## src/rtl/crc_unfold2_check_if.sv

```systemverilog
// -----------------------------------------------------------------------------
// crc_unfold2_check_if
//
// Purpose : Handshake bundle between a codeword source / result sink and the
//           2-bit-per-clock CRC checker.
//
// Signals :
//   in_valid    source -> checker  codeword_in is valid
//   in_ready    checker -> source  checker can accept a codeword
//   codeword_in source -> checker  {data, crc}, MSB = highest-degree coefficient
//   out_valid   checker -> sink    result valid, held until taken
//   out_ready   sink -> checker    sink takes the result
//   syndrome    checker -> sink    codeword(y) mod g(y)
//   crc_ok      checker -> sink    1 when syndrome == 0
//   data_out    checker -> sink    data field of the checked codeword
//
// Modports: master = source/sink side (testbench), slave = checker.
// -----------------------------------------------------------------------------
interface crc_unfold2_check_if #(
  parameter int DATA_W = 6,
  parameter int CRC_W  = 5
);
  logic                    in_valid;
  logic                    in_ready;
  logic [DATA_W+CRC_W-1:0] codeword_in;
  logic                    out_valid;
  logic                    out_ready;
  logic [CRC_W-1:0]        syndrome;
  logic                    crc_ok;
  logic [DATA_W-1:0]       data_out;

  modport master (
    output in_valid, codeword_in, out_ready,
    input  in_ready, out_valid, syndrome, crc_ok, data_out
  );

  modport slave (
    input  in_valid, codeword_in, out_ready,
    output in_ready, out_valid, syndrome, crc_ok, data_out
  );
endinterface

```

## src/rtl/crc_unfold2_check.sv

```systemverilog
// -----------------------------------------------------------------------------
// crc_unfold2_check
//
// Purpose : Receive-side CRC checker. Divides a codeword by
//           g(y) = 1 + y + y^3 + y^5 two bits per clock (2-level unfolded
//           LFSR) and reports the syndrome, a pass flag and the data field.
//
// Ports   :
//   clk        rising-edge clock
//   reset      synchronous, active-high reset
//   bus        crc_unfold2_check_if.slave (codeword in, result out)
//   err_count  [7:0] saturating count of failed results taken downstream
//              (only when CRC_CHK_ERRCNT_EN is defined)
//
// Configuration macro: CRC_CHK_ERRCNT_EN adds the err_count port and counter.
//
// Flow: IDLE accepts a codeword, SHIFT runs ceil(N/2) beats of two division
// steps each, DONE holds the result until out_ready.
// -----------------------------------------------------------------------------
module crc_unfold2_check #(
  parameter int               DATA_W = 6,
  parameter int               CRC_W  = 5,
  parameter logic [CRC_W-1:0] POLY   = 5'b01011
) (
  input  logic                 clk,
  input  logic                 reset,
  crc_unfold2_check_if.slave   bus
`ifdef CRC_CHK_ERRCNT_EN
  ,
  output logic [7:0]           err_count
`endif
);

  // Codeword geometry. A leading zero pad makes the length even so every
  // beat consumes exactly two bits; leading zeros do not change the remainder.
  localparam int CW_W    = DATA_W + CRC_W;
  localparam int PAD     = CW_W % 2;
  localparam int SHIFT_W = CW_W + PAD;
  localparam int BEATS   = SHIFT_W / 2;
  localparam int BEAT_W  = (BEATS > 1) ? $clog2(BEATS) : 1;

  typedef enum logic [1:0] {
    S_IDLE  = 2'd0,
    S_SHIFT = 2'd1,
    S_DONE  = 2'd2
  } state_t;

  state_t              r_state;
  state_t              w_state_next;

  logic [SHIFT_W-1:0]  r_shift;
  logic [CRC_W-1:0]    r_syn;
  logic [BEAT_W-1:0]   r_beat;
  logic [DATA_W-1:0]   r_data;
  logic                r_crc_ok;

  logic                w_accept;
  logic                w_take;
  logic                w_last_beat;
  logic [CRC_W-1:0]    w_syn_mid;
  logic [CRC_W-1:0]    w_syn_next;

  // One serial division step: shift the next codeword bit into the remainder
  // and subtract g(y) whenever the y^CRC_W term falls out of the top.
  function automatic logic [CRC_W-1:0] div_step(
    input logic [CRC_W-1:0] s,
    input logic             b
  );
    return {s[CRC_W-2:0], b} ^ (s[CRC_W-1] ? POLY : '0);
  endfunction

  // Two chained steps per clock: the high bit of the pair is the
  // higher-degree coefficient and is divided in first.
  assign w_syn_mid  = div_step(r_syn,     r_shift[SHIFT_W-1]);
  assign w_syn_next = div_step(w_syn_mid, r_shift[SHIFT_W-2]);

  assign w_accept    = (r_state == S_IDLE)  && bus.in_valid;
  assign w_take      = (r_state == S_DONE)  && bus.out_ready;
  assign w_last_beat = (r_state == S_SHIFT) && (r_beat == BEAT_W'(BEATS - 1));

  // ---------------------------------------------------------------------------
  // FSM state register
  // ---------------------------------------------------------------------------
  // NOTE: clocked state uses non-blocking assignments so every register
  // samples the pre-edge values, independent of block evaluation order.
  always_ff @(posedge clk) begin
    if (reset) r_state <= S_IDLE;
    else       r_state <= w_state_next;
  end

  // ---------------------------------------------------------------------------
  // FSM next-state logic
  // ---------------------------------------------------------------------------
  // NOTE: the default assignment at the top keeps every path driven, so no
  // latch is inferred for w_state_next.
  always_comb begin
    w_state_next = r_state;
    unique case (r_state)
      S_IDLE:  if (bus.in_valid) w_state_next = S_SHIFT;
      S_SHIFT: if (w_last_beat)  w_state_next = S_DONE;
      S_DONE:  if (bus.out_ready) w_state_next = S_IDLE;
      default: w_state_next = S_IDLE;
    endcase
  end

  // ---------------------------------------------------------------------------
  // Datapath: shift register, remainder, beat counter, result registers
  // ---------------------------------------------------------------------------
  // NOTE: these are a handful of flops, not a memory array, and the outputs
  // they drive must read as zero after reset, so all of them are reset.
  always_ff @(posedge clk) begin
    if (reset) begin
      r_shift  <= '0;
      r_syn    <= '0;
      r_beat   <= '0;
      r_data   <= '0;
      r_crc_ok <= 1'b0;
    end else if (w_accept) begin
      r_shift  <= SHIFT_W'(bus.codeword_in);   // zero-extend = pad bits on top
      r_data   <= bus.codeword_in[CW_W-1:CRC_W];
      r_syn    <= '0;
      r_beat   <= '0;
    end else if (r_state == S_SHIFT) begin
      r_shift  <= {r_shift[SHIFT_W-3:0], 2'b00};
      r_syn    <= w_syn_next;
      // Hold the counter on the last beat; it is cleared by the next accept.
      if (!w_last_beat) r_beat <= r_beat + BEAT_W'(1);
      // Pass flag is settled together with the final remainder so it is
      // already stable when out_valid rises.
      if (w_last_beat)  r_crc_ok <= (w_syn_next == '0);
    end
  end

  assign bus.in_ready  = (r_state == S_IDLE);
  assign bus.out_valid = (r_state == S_DONE);
  assign bus.syndrome  = r_syn;
  assign bus.crc_ok    = r_crc_ok;
  assign bus.data_out  = r_data;

`ifdef CRC_CHK_ERRCNT_EN
  // ---------------------------------------------------------------------------
  // Saturating count of failed results; only reset clears it.
  // ---------------------------------------------------------------------------
  logic [7:0] r_err_count;

  always_ff @(posedge clk) begin
    if (reset) begin
      r_err_count <= 8'd0;
    end else if (w_take && !r_crc_ok && (r_err_count != 8'hFF)) begin
      r_err_count <= r_err_count + 8'd1;
    end
  end

  assign err_count = r_err_count;
`endif

endmodule

```

## src/flat_wrapper.sv

```systemverilog
// flat-port wrapper written by rule: the top's interface ports become plain ports
module crc_unfold2_check_flat 
#(
  parameter int               DATA_W = 6,
  parameter int               CRC_W  = 5,
  parameter logic [CRC_W-1:0] POLY   = 5'b01011
)
  (clk, reset, bus_in_valid, bus_codeword_in, bus_out_ready, bus_in_ready, bus_out_valid, bus_syndrome, bus_crc_ok, bus_data_out);
  crc_unfold2_check_if #(.DATA_W(DATA_W), .CRC_W(CRC_W)) bus_i ();
  input  logic clk;
  input  logic reset;
  input wire logic [$bits(bus_i.in_valid)-1:0] bus_in_valid;
  input wire logic [$bits(bus_i.codeword_in)-1:0] bus_codeword_in;
  input wire logic [$bits(bus_i.out_ready)-1:0] bus_out_ready;
  output wire logic [$bits(bus_i.in_ready)-1:0] bus_in_ready;
  output wire logic [$bits(bus_i.out_valid)-1:0] bus_out_valid;
  output wire logic [$bits(bus_i.syndrome)-1:0] bus_syndrome;
  output wire logic [$bits(bus_i.crc_ok)-1:0] bus_crc_ok;
  output wire logic [$bits(bus_i.data_out)-1:0] bus_data_out;
  assign bus_i.in_valid = bus_in_valid;
  assign bus_i.codeword_in = bus_codeword_in;
  assign bus_i.out_ready = bus_out_ready;
  assign bus_in_ready = bus_i.in_ready;
  assign bus_out_valid = bus_i.out_valid;
  assign bus_syndrome = bus_i.syndrome;
  assign bus_crc_ok = bus_i.crc_ok;
  assign bus_data_out = bus_i.data_out;
  crc_unfold2_check #(.DATA_W(DATA_W), .CRC_W(CRC_W), .POLY(POLY)) u_core (.clk(clk), .reset(reset), .bus(bus_i));
endmodule
```

## config.mk

```make
export PLATFORM = sky130hd
export DESIGN_NAME = crc_unfold2_check_flat
export DESIGN_NICKNAME = d
export VERILOG_FILES = /design/src/rtl/crc_unfold2_check_if.sv /design/src/rtl/crc_unfold2_check.sv /design/src/flat_wrapper.sv
export SDC_FILE = /design/constraint.sdc
export NUM_CORES = 1
export LEC_CHECK = 0
export ABC_AREA = 0
export ABC_CLOCK_PERIOD_IN_PS = 1200
export BUFFER_PORTS_ARGS = -buffer_cell sky130_fd_sc_hd__buf_4
export CORE_ASPECT_RATIO = 0.5
export CORE_MARGIN = 1
export CORE_UTILIZATION = 51
export CTS_BUF_LIST = sky130_fd_sc_hd__clkbuf_4
export DETAILED_ROUTE_END_ITERATION = 6
export PLACE_DENSITY_LB_ADDON = 0.1
export SETUP_SLACK_MARGIN = 0.05
export SLEW_MARGIN = 0
export SYNTH_ARGS = -nofsm -noshare
export SYNTH_HDL_FRONTEND = slang
export SYNTH_SLANG_ARGS = --single-unit
```

## constraint.sdc

```tcl
create_clock -name clk -period 1.2 [get_ports clk]
set_clock_uncertainty 0.1 [all_clocks]
set_input_delay 0.06 -clock clk [delete_from_list [all_inputs] [get_ports clk]]
set_output_delay 0.06 -clock clk [all_outputs]
set_load 0.01 [all_outputs]
```

==> impl_metrics.yaml <==
outcome:
  status: "complete, but fails checks"
  failed_checks: "negative setup slack"
finish:
  area_growth_syn_to_layout_pct: 47.8
  n_antenna_cell: 0
  finalInstanceArea_um2: 2130
  drive_gt1_share_pct: 47.0
  mostFrequentLayoutCells: "sky130_fd_sc_hd__buf_4 (42), sky130_fd_sc_hd__dfxtp_1 (21), sky130_fd_sc_hd__nand2_1 (17)"
  layout.cells.most_common: "sky130_fd_sc_hd__buf_4"
  final_cell_count_no_fill: 256
  design.final.nets: 236
floorplanning:
  fp.coreArea_um2: 2640
  die_y_um: 39.6
  placement_rows: 13
  die-area_um2: 3050
  die_w_um: 77.2
  design.portCount: 29
  floorplan.initialDensity_pct: 54.7
synth:
  synth-xor-area-share_pct: 4.08
  yosys_warnings: 0
  synth.yosys.seq_area_share_pct: 40.3
  postSynthCellCount: 165
  synth-simple-area-share_pct: 33.2
  postSynthAreaPerCell_um2: 8.73
  synth_top_family_by_area: "simple AND/OR/NAND/NOR gates"
  synth_compound_area_share_pct: 12.6
  synth_mux_area_share_pct: 0
  post_synthesis_sequential_element_count: 29
  adder_cell_area_share_of_the_yosys_netlist_pct: 1.74
  mapped_nets: 182
  count_of_unique_library_cells_instantiated_by_yosys: 36
  syn_area_um2: 1440
worst_setup_path:
  cp_data_required_time_ns: 1.33
  worst_setup_path_start_kind: "flip-flop"
  timing.critical_path.depth: 4
  worst_r2r_startpoint: "u_core.r_state[0]$_SDFFE_PP0P_"
  crit_path_start: "u_core.r_state[0]$_SDFFE_PP0P_"
  timing.critical_path.to_type: "flip-flop"
  path_cells: "or3b_4 -> buf_6 -> nand2_1 -> a21oi_1"
  timing.critical_path.arrival_ns: 1.49
  critical_path.max_stage_delay_ns: 0.45
  timing_worst_setup_path_type: "reg -> reg"
  timing.critical_path.max_delay_family: "simple AND/OR/NAND/NOR gates"
  path_max_fanout: 7
  critPathBufInv: 1
  path_depth_of_the_worst_reg2reg_path: 4
  reg2reg_to: "u_core.bus.data_out[5]$_SDFFE_PP0P_"
  ff2ff_setup_slack_ns: -0.16
  slowest_stage: "sky130_fd_sc_hd__or3b_4"
placed_design:
  port_buffers: 28
  placed_area_um2: 1730
  rd_place_congestion: 0.774
  post_detailed_placement_half_perimeter_wirelength_mm: 2.23
  dp.cells: 232
worst_hold_path:
  whs_path_depth: 4
  hold-path-endpoint: "u_core.r_shift[3]$_SDFFE_PP0P_"
  worst_hold_startpoint: "bus_codeword_in[3]"
  min_delay_worst_type: "in -> reg"
global_routing:
  pin_count_of_the_biggest_net_entering_global_routing: 23
  grt_use_total_pct: 25.5
  grt_pass1_wl_mm: 5.57
  first_global_vias: 1182
  globalRouteOverflowTotal: 0
  antenna_found_initial: 0
cts:
  cts_inserted_buffers: 5
  cts-root-to-sink-buffers: 2
  cts-root-buf: "sky130_fd_sc_hd__clkbuf_4"
  tritoncts: "yes"
  clk_latency_ns: 0.34
  cts_max_level: 2
  clock_sink_count: 29
  path_clk_slew_ns: 0.09
power:
  static-leakage-power_nw: 0.884
  power_density_nw_per_um2: 1030
  power.ir.vdd_worst_mv: 0.578
  finalPower_w: 0.00218
timing:
  timing_worst_slew_pin_value_ns: 0.246
  setup_slack_ns: -0.162
  period_minus_slack_ns: 1.36
  setup-violations-final: 30
  finalMaxSlewViolations: 0
  hold_slack_ns: 0.00688
  rsz_0062_raised_after_global_routing: "true"
  setup_tns_ns: -3.11
  final.period_utilization_pct: 113
  slew-limit-headroom_pct: 83.5
  final_hold_viol_count: 0
  fmax_mhz: 734
run:
  max_cap_viol_count: 0
drt:
  routed_wire_length_per_instance_um: 15.5
  drt_iter0_drc: 82
  drc_errors_left: 0
  dr_total_vias: 1391
  dr.pass1.iters: 4
  wl_mm: 3.97
  avgViaCountPerCell: 5.43
  postRouteAntennaNets: 0
-- per-stage QoR --
step	worst slack (ns)	utilization (%)
2_1_floorplan	-0.161	-
3_5_place_dp	-0.209	65.5
6_report	-0.162	80.8
5_1_grt	-0.189	80.8
4_1_cts	-0.175	73.9
3_3_place_gp	-0.171	65.5
-- where the power goes --
| group | switching (W) | internal, W |
|---|---|---|
| Combinational | 0.000230 | 0.000297 |
| Sequential | 0.0000502 | 0.00102 |
| Clock | 0.000351 | 0.000235 |
| Total | 0.000631 | 0.00155 |
-- sequential cells by signal, indices dropped and copies added, names as in the netlist --
register / count
u_core.r_shift: 12
u_core.bus.crc_ok: 1
u_core.r_state: 2
u_core.bus.data_out: 6
u_core.bus.syndrome: 5
u_core.r_beat: 3
-- repair_timing --
item / in CTS / in global routing
pin swaps: 3 / 15
buffers inserted: 2 / 3
gates resized for setup: 19 / 33
gates cloned: 0 / 2
hold buffers: 10 / 0
hold endpoints to repair: 19 / 0
endpoints found under the setup margin: 31 / 33
-- cell type report --
| class | count | area [um^2] |
|---|---|---|
| Timing Repair Buffer | 62 | 568 |
| Sequential cell | 29 | 596 |
| Inverter | 1 | 3.75 |
| Fill cell | 172 | 507 |
| Clock buffer | 6 | 45.0 |
| Multi-Input combinational cell | 120 | 866 |
| Clock inverter | 1 | 3.75 |
| Tap cell | 37 | 46.3 |
-- metal layers --
| layer | GRT usage (%) | vias up | share of wire [%] |
|---|---|---|---|
| li1 | - | 668 | - |
| met5 | 0 | - | 0 |
| met1 | 30.4 | 666 | 45 |
| met4 | 7.08 | 0 | 1.6 |
| met2 | 44.0 | 48 | 48 |
| met3 | 9.77 | 9 | 5.5 |
-- Yosys cell counts --
master,n,area (um^2)
sky130_fd_sc_hd__a211oi_1,2,15.0
sky130_fd_sc_hd__a21oi_1,24,120
sky130_fd_sc_hd__a311oi_1,1,8.76
sky130_fd_sc_hd__and2_1,1,6.26
sky130_fd_sc_hd__and3_1,2,12.5
sky130_fd_sc_hd__and4b_1,1,10.0
sky130_fd_sc_hd__buf_2,2,10.0
sky130_fd_sc_hd__buf_4,5,37.5
sky130_fd_sc_hd__buf_6,3,33.8
sky130_fd_sc_hd__buf_8,1,15.0
sky130_fd_sc_hd__clkbuf_1,3,11.3
sky130_fd_sc_hd__clkbuf_2,1,5.00
sky130_fd_sc_hd__dfxtp_1,29,581
sky130_fd_sc_hd__ha_1,2,25.0
sky130_fd_sc_hd__inv_1,1,3.75
sky130_fd_sc_hd__nand2_1,19,71.3
sky130_fd_sc_hd__nand2b_1,10,62.6
sky130_fd_sc_hd__nand2b_4,2,27.5
sky130_fd_sc_hd__nand3_1,2,10.0
sky130_fd_sc_hd__nand3b_1,3,22.5
sky130_fd_sc_hd__nand4b_1,1,8.76
sky130_fd_sc_hd__nor2_1,15,56.3
sky130_fd_sc_hd__nor2b_1,2,12.5
sky130_fd_sc_hd__nor3_1,11,55.1
sky130_fd_sc_hd__nor3_2,1,10.0
sky130_fd_sc_hd__nor3b_4,1,18.8
sky130_fd_sc_hd__o21ai_0,1,5.00
sky130_fd_sc_hd__o21ba_2,1,10.0
sky130_fd_sc_hd__o22ai_1,1,6.26
sky130_fd_sc_hd__o41ai_2,1,16.3
sky130_fd_sc_hd__or3_1,1,6.26
sky130_fd_sc_hd__or3b_1,6,52.6
sky130_fd_sc_hd__or3b_2,4,35.0
sky130_fd_sc_hd__xnor2_1,2,17.5
sky130_fd_sc_hd__xor2_1,2,17.5
sky130_fd_sc_hd__xor3_1,1,23.8
-- cells by family (layout without fill, tap and decap cells) --
family	Yosys count	count (layout)
DFF	29	29
AOI/OAI and AO/OA	31	31
xor gates and xnor gates	5	5
buffers and inverters	16	70
and+or+nand+nor	82	82
adders and majority gates	2	2
-- tightest hold or removal path: stages --
cell,delay [ns]
sky130_fd_sc_hd__buf_4,0.08
sky130_fd_sc_hd__or3b_4,0.12
sky130_fd_sc_hd__a21oi_2,0.06
sky130_fd_sc_hd__nor3_2,0.08
-- worst max path at each step --
stage                                                     end  slack, ns
after CTS                      u_core.r_shift[4]$_SDFFE_PP0P_      -0.17
after floorplan                 u_core.r_beat[1]$_SDFFE_PP0P_      -0.16
after global routing      u_core.bus.data_out[5]$_SDFFE_PP0P_      -0.19
final                     u_core.bus.data_out[5]$_SDFFE_PP0P_      -0.16
after global placement         u_core.r_shift[2]$_SDFFE_PP0P_      -0.17
after detailed placement       u_core.r_shift[4]$_SDFFE_PP0P_      -0.21
Note: power is estimated with default switching activity, not from simulation.
